==> src/rtl/piso_pkg.sv <==
// Shared types and helpers for the PISO serial transmitter.
package piso_pkg;

    typedef enum logic {
        IDLE  = 1'b0,
        SHIFT = 1'b1
    } state_t;

    // Smallest number of bits able to index v distinct values.
    function automatic int clog2(input int v);
        int r;
        r = 0;
        while ((1 << r) < v) r++;
        return r;
    endfunction

endpackage

==> src/rtl/piso_shift_tx.sv <==
// Parallel-in serial-out transmitter, LSB first, one bit per shift_tick period.
// Optional even parity bit after the data bits when PISO_PARITY_EN is defined.
module piso_shift_tx
    import piso_pkg::*;
#(
    parameter int N = 8
) (
    input  logic         clk,
    input  logic         rst,
    input  logic [N-1:0] in_data,
    input  logic         in_valid,
    output logic         in_ready,
    input  logic         shift_tick,
    output logic         s_out,
    output logic         busy,
    output logic         done
);

`ifdef PISO_PARITY_EN
    localparam int FRAME_W = N + 1;
`else
    localparam int FRAME_W = N;
`endif
    localparam int                LAST     = FRAME_W - 1;
    localparam int                CNT_W    = clog2(N + 1);
    localparam logic [CNT_W-1:0]  LAST_CNT = CNT_W'(LAST);

    state_t               state;
    logic [FRAME_W-1:0]   sreg;
    logic [CNT_W-1:0]     cnt;
    logic [FRAME_W-1:0]   load_word;
    logic                 last_tick;
    logic                 accept;

`ifdef PISO_PARITY_EN
    // Parity travels as the top bit of the frame so it simply shifts out last.
    assign load_word = {^in_data, in_data};
`else
    assign load_word = in_data;
`endif

    assign last_tick = (state == SHIFT) && shift_tick && (cnt == LAST_CNT);
    assign in_ready  = (state == IDLE) || last_tick;
    assign accept    = in_valid && in_ready;
    assign done      = last_tick;
    assign busy      = (state == SHIFT);
    assign s_out     = sreg[0];

    // Accept takes priority so a word arriving on the final tick follows with no gap,
    // and a tick coinciding with a load in IDLE does not advance the fresh word.
    always_ff @(posedge clk or posedge rst) begin
        if (rst) begin
            state <= IDLE;
            sreg  <= '0;
            cnt   <= '0;
        end else if (accept) begin
            state <= SHIFT;
            sreg  <= load_word;
            cnt   <= '0;
        end else if (last_tick) begin
            state <= IDLE;
            sreg  <= '0;
            cnt   <= '0;
        end else if ((state == SHIFT) && shift_tick) begin
            sreg  <= {1'b0, sreg[FRAME_W-1:1]};
            cnt   <= cnt + 1'b1;
        end
    end

endmodule

==> config.mk <==
export PLATFORM = sky130hd
export DESIGN_NAME = piso_shift_tx
export DESIGN_NICKNAME = d
export VERILOG_FILES = /design/src/rtl/piso_pkg.sv /design/src/rtl/piso_shift_tx.sv
export SDC_FILE = /design/constraint.sdc
export NUM_CORES = 1
export LEC_CHECK = 0
export BUFFER_PORTS_ARGS = -buffer_cell sky130_fd_sc_hd__buf_4
export CORE_AREA = 2 2 39 41
export CTS_BUF_LIST = sky130_fd_sc_hd__clkbuf_4
export DETAILED_ROUTE_END_ITERATION = 10
export DIE_AREA = 0 0 41 43
export PLACE_DENSITY = 0.79
export SKIP_CTS_REPAIR_TIMING = 1
export SYNTH_ARGS = -nofsm -noshare
export SYNTH_HDL_FRONTEND = slang
export SYNTH_SLANG_ARGS = --single-unit
==> constraint.sdc <==
create_clock -name clk -period 4.6 [get_ports clk]
set_clock_uncertainty 0.2 [all_clocks]
set_input_delay 0.92 -clock clk [delete_from_list [all_inputs] [get_ports clk]]
set_output_delay 0.92 -clock clk [all_outputs]
set_load 0.02 [all_outputs]
[After elaboration in Yosys (flattened, before gate mapping)]
Cells that the tools add are included.
Word-level totals
  bits in registers: 13
  input bits: 12
  output and inout bits: 4
Operators by class
  add/sub/neg operators: 1
  equal/unequal tests: 1
  muxes and demuxes: 8
  bitwise operators: 1
  reductions and logical operators: 6
Operators with widths (count)
  2-to-1 mux 8 bit: 3
  2-to-1 mux 4 bit: 3
  adder 4 x 1 -> 4 bit (second input constant): 1
  equality test 4 x 3 -> 1 bit (second input constant): 1
  logical AND 1 bit: 3
  nonzero test 3 bit: 1
  2-to-1 mux 1 bit: 2
  nonzero test 2 bit: 1
  logical OR 1 bit: 1
  inverter 1 bit: 1

[Logic depth before layout (Yosys ltp)]
Gate-level depths: netlist (run 1).
  word-level depth: 5
  mapped depth: 4

[Worst setup path after synthesis (run 1)]
No wires, ideal clock.
  kind: input to output
  start: input port shift_tick
  end: output port done
  data arrival time: 1318 ps
  data required time: 3480 ps
  path slack: 2162 ps
  stages: 2
  cell sequence: nand2_1 nor2b_1
On the way
  cells in the longest elaborated chain, start to end: 2
RTL lines
  start, declared: line piso_shift_tx.sv:13  | input logic shift_tick,
  logical AND 1 bit (2 in a row): line piso_shift_tx.sv:42  | assign last_tick = (state == SHIFT) && shift_tick && (cnt == LAST_CNT);
  end, declared: line piso_shift_tx.sv:16  | output logic done
Every way passes these cells.

[Worst setup path in the final report (run 1)]
  start: register cnt[0]
  end: output port done
On the way
  cells in the longest elaborated chain, start to end: 2
RTL lines
  start, declared: line piso_shift_tx.sv:30  | logic [CNT_W-1:0] cnt;
  start signal, assigned: line piso_shift_tx.sv:66  | cnt <= cnt + 1'b1;
  equality test 4 x 3 -> 1 bit: line piso_shift_tx.sv:42
  logical AND 1 bit: line piso_shift_tx.sv:42
Every way passes these cells.

==> impl_metrics.toml, run 1 <==
[status]
status = "complete, no violations"

[global_routing]
grt_overflow = 0
grt_pass1_wl_um = 1950
grt_pass1_vias = 471
gr-usage-all-layers_pct = 16.7
grt_max_degree = 14
antenna_found_initial = 0

[placement]
gp_congestion = 0.659
io_buffers = 15
dp_hpwl_um = 875
post-place-cells = 86

[clocking]
clkLatencyLatePin_ns = 0.27
cts-root-buf = "clkbuf_4"
cts_buffers = 3
clkSinkCount = 13
htreeDepth = 1
clk_path_buf_depth = 2
cts_tree = "done"
path_clk_slew_ns = 0.08

[worst_setup_path]
crit_path_start_kind = "register"
cp-endpoint = "done"
path_class = "reg -> out"
cp_cell_sequence = "ha_1 > and3b_1 > nor2b_1 > buf_4"
cp_max_fo = 4
rr_startpoint = "cnt[0]"
endpoint_kind = "output port"
timing.rr.end = "sreg[4]"
critPathSlowestCell = "dfrtp_1"
critPathArrivalTime_ns = 1.46
required_ns = 3.48
crit_start = "cnt[0]"
reg2regPathDepth = 4
r2r_slack_ns = 2.82
cp_slowest_stage_delay_ns = 0.41

[finish]
diodes = 0
final_util_pct = 57.8
n_fill_cell = 117
finalNonFillerCells = 90
layout.nets = 88
drive_above_1_share_pct = 33.8
syn_to_final_growth_pct = 23.4

[sta]
min_period_ns = 2.58
worst_pin_slew_ns = 0.482
slew-limit-headroom_pct = 67.7
rsz0062_at_grt = "false"
tns_ns = 0
slew_viol_final = 0
setup_viol = 0
hold_viol = 0
clock.fmax_mhz = 388
period_share_pct = 56.0

[floorplan]
row_count = 14
num_io_pins = 16
die_w_um = 41
die_y_um = 43
die-area_um2 = 1760
fp.coreArea_um2 = 1380
initial_core_util_pct = 46.8

[logic_synthesis]
yosysTopAreaCell = "dfrtp_1"
yosys_warnings = 0
synth_seq_cells = 13
netlist_area_um2 = 648
yosysSeqAreaShare_pct = 50.2
synth_cell_types = 24
yosysTopAreaCellShare_pct = 50.2
avgSynthCellArea_um2 = 11.6
syn_nets = 69
synth_cells = 56
synth_area_leaders = "dfrtp_1 (50%), a221o_1 (11%), and2_1 (6.8%), o21ai_0 (2.3%), nand2_1 (2.3%)"

[routing]
route.detailed.drc = 0
dr.first_iter.drc_count = 7
vias = 489
first_pass_iters = 4
post_drt_wl_per_cell_um = 13.3
vias_per_cell = 5.43
drtAntennaViolNets = 0
wirelength_um = 1200

[power]
ir_worst_vdd_v = 0.000226
p_total_w = 0.000402
power.leakage_nw = 0.399
p_per_area_nw_per_um2 = 503

[hold_path]
hp-class = "reg -> reg"

[flow_run]
cap_violations = 0
[per-stage QoR]
step	setup slack, ns	hold WS (ns)	instance area [um2]
floorplan	2.16	0.268	648
detailed placement	2.04	0.285	769
finish	2.02	0.309	800
global placement	2.05	0.276	769
global route	1.90	0.331	800
CTS	2.02	0.313	800
[metal layers]
layer,GRT usage [%],routed length (um),vias up,share of wire [%]
li1,-,-,245,-
met1,23.4,574,227,48
met2,23.1,557,15,46
met3,3.14,62,2,5.2
met4,10.0,4,0,0.33
met5,0,0,-,0
[cell usage after synthesis]
master     n
mux2i_1    1
and3b_1    1
mux2i_2    1
a221o_1    7
a21bo_2    1
a21o_2     1
xnor2_1    1
a21oi_2    1
nand2_1    4
inv_1      2
o31ai_1    1
ha_1       1
and4_1     1
o21ai_0    3
nor3b_1    1
buf_6      1
nor2_1     3
a22o_2     1
and2_1     7
nor2b_1    1
dfrtp_1   13
and2b_2    1
nand4b_1   1
a32o_1     1
[placed cells by master, fill, tap and decap left out, drive strengths merged]
cell type / instances
nor2b: 1
and4: 1
a221o: 7
dfrtp: 13
nor3b: 1
ha: 1
o31ai: 1
and3b: 1
o21ai: 3
a22o: 1
a21oi: 1
nand4b: 1
and2b: 1
nand2: 4
a32o: 1
inv: 2
a21o: 1
xnor2: 1
a21bo: 1
clkbuf: 4
nor2: 3
mux2i: 2
buf: 15
and2: 7
[critical path: cells and delay by family (launching register included)]
kind,cells,cell delay [ns]
DFF,1,0.41
and+or+nand+nor,2,0.37
buffers and inverters,1,0.15
adders and majority gates,1,0.25
[kinds of logic (layout without fill, tap and decap cells)]
group	after synthesis	in the layout	synth area share, %
simple gates	20	20	18.3
flops	13	13	50.2
mux	2	2	3.67
buf+inv	3	21	2.90
compound gates	16	16	21.6
xor+xnor	1	1	1.35
fa+ha+maj	1	1	1.93
[layout make-up]
cell class                      instances  area [um2]  share of cell area, %
Clock buffer                            4        30.0                   3.76
Inverter                                2        7.51                  0.939
Multi-Input combinational cell         40         304                   38.0
Sequential cell                        13         325                   40.7
Tap cell                               16        20.0                   2.50
Timing Repair Buffer                   15         113                   14.1
[worst min path at each step]
stage / from / endpoint / depth (start not counted)
4_1_cts: sreg[2] / sreg[1] / 1
5_1_grt: sreg[7] / sreg[7] / 1
2_1_floorplan: cnt[0] / cnt[0] / 1
6_report: sreg[2] / sreg[1] / 1
3_3_place_gp: sreg[3] / sreg[2] / 1
3_5_place_dp: sreg[5] / sreg[4] / 1
[power by group]
part | total (W) | leakage (nW) | internal, W | switching (W)
clock network | 0.0000747 | 0.0184 | 0.0000395 | 0.0000352
registers | 0.000190 | 0.167 | 0.000158 | 0.0000321
logic | 0.000137 | 0.214 | 0.0000809 | 0.0000562
[registers in the layout, summed over array words and instances (netlist names)]
name	count
busy	1
cnt	4
sreg	8
Power figures use the tool's default switching activity.
==> run 2: changes to the inputs <==
CORE_AREA = not set   (was 2 2 39 41)
CORE_MARGIN = 2   (was not set)
CORE_UTILIZATION = 48   (was not set)
DIE_AREA = not set   (was 0 0 41 43)
PLACE_DENSITY = 0.81   (was 0.79)
clock period = 2.1 ns   (was 4.6 ns; I/O delays follow)
==> impl_metrics.toml, run 2 (synthesized netlist as in run 1, its figures left out) <==
[worst_setup_path]
critPathArrivalTime_ns = 1.41
path_class = "reg -> out"
r2r_slack_ns = 0.36
required_ns = 1.48
endpoint_kind = "output port"
cp_slowest_stage_delay_ns = 0.41
cp_max_fo = 4
crit_path_start_kind = "register"
critPathSlowestCell = "dfrtp_1"
cp_cell_sequence = "ha_2 > and3b_2 > nor2b_1 > buf_4"
cp_top_family = "flip-flops"
worst-path-buf-inv = 1

[routing]
route.detailed.drc = 0
wirelength_um = 1290
dr.first_iter.drc_count = 14
post_drt_wl_per_cell_um = 14.5
vias_per_cell = 5.85
drtAntennaViolNets = 0
first_pass_iters = 4
vias = 521

[status]
status = "finished with violations"
violations = "hold timing"

[floorplan]
initial_core_util_pct = 50.4
die_y_um = 40.7
die_w_um = 40.7
fp.coreArea_um2 = 1280
die-area_um2 = 1660
num_io_pins = 16
row_count = 13

[clocking]
cts_buffers = 3
clkLatencyLatePin_ns = 0.28
clkSinkCount = 13
path_clk_slew_ns = 0.08
clk_path_buf_depth = 2
cts-root-buf = "clkbuf_4"
htreeDepth = 1
cts_tree = "done"

[flow_run]
cap_violations = 0

[sta]
clock.fmax_mhz = 492
slew-limit-headroom_pct = 66.1
hold_viol = 13
slew_viol_final = 0
fin_hold_ws_ns = -0.0322
tns_ns = 0
period_share_pct = 96.8
setup_viol = 0
worst_pin_slew_ns = 0.508
min_period_ns = 2.03
rsz0062_at_grt = "false"

[power]
p_per_area_nw_per_um2 = 1120
ir_worst_vdd_v = 0.000591
power.leakage_nw = 0.397

[global_routing]
antenna_found_initial = 0
grt_pass1_wl_um = 1930
grt_max_degree = 14
gr-usage-all-layers_pct = 18.7
grt_pass1_vias = 436
grt_overflow = 0

[finish]
final_cell_mix = "buf_4 (15), dfrtp_1 (13), and2_1 (7), a221o_1 (7)"
largest_register_ffs = 8
drive_above_1_share_pct = 36.5
layout_commonest_cell = "buf_4"
syn_to_final_growth_pct = 23.7
layout.nets = 88
top_register = "sreg"
diodes = 0

[hold_path]
hp-class = "in -> async"

[placement]
gp_congestion = 0.725
io_buffers = 15
dp_hpwl_um = 944
==> run 2: cell counts in the layout (fill, tap and decap cells not counted) <==
No cell type changed its count.
==> run 2: path summary, 6_finish.rpt <==
check	cells past startpoint	end	from
min reg2reg	1	sreg[2]	sreg[3]
min	2	sreg[2]	rst
max reg2reg	4	sreg[6]	cnt[0]
max	4	done	cnt[0]
min in group clk	2	sreg[7]	in_data[7]
max in group asynchronous	2	sreg[7]	rst
==> run 2: power by group <==
group / internal, W / switching [W] / total, W
combinational: 0.000184 / 0.000132 / 0.000316
clock: 0.0000867 / 0.0000829 / 0.000170
sequential: 0.000346 / 0.0000700 / 0.000416
==> run 2: area by class of cell <==
cell class,instances,area (um2)
clock buffers,4,30.0
multi-input cells,40,308
well taps,15,18.8
flip-flops and latches,13,325
inverters,2,7.51
repair buffers,15,113
fillers,104,483
==> run 2: metrics by stage <==
stage	total power, W	area (um2)	setup slack, ns	cells	utilization [%]
final	0.000902	802	0.0663	89	62.4
after global routing	0.000964	802	0.000541	89	62.4
after CTS	0.000903	798	0.0257	89	62.1
after detailed placement	0.000733	768	0.336	85	59.8
after global placement	0.000716	768	0.370	85	59.8
after floorplan	0.000609	648	0.374	56	-
==> run 2: per-layer routing <==
metal	track usage (%)	share of wire, %
met5	0	0
met4	10.0	2.9
met3	3.26	5.7
met2	24.6	45
met1	28.6	46
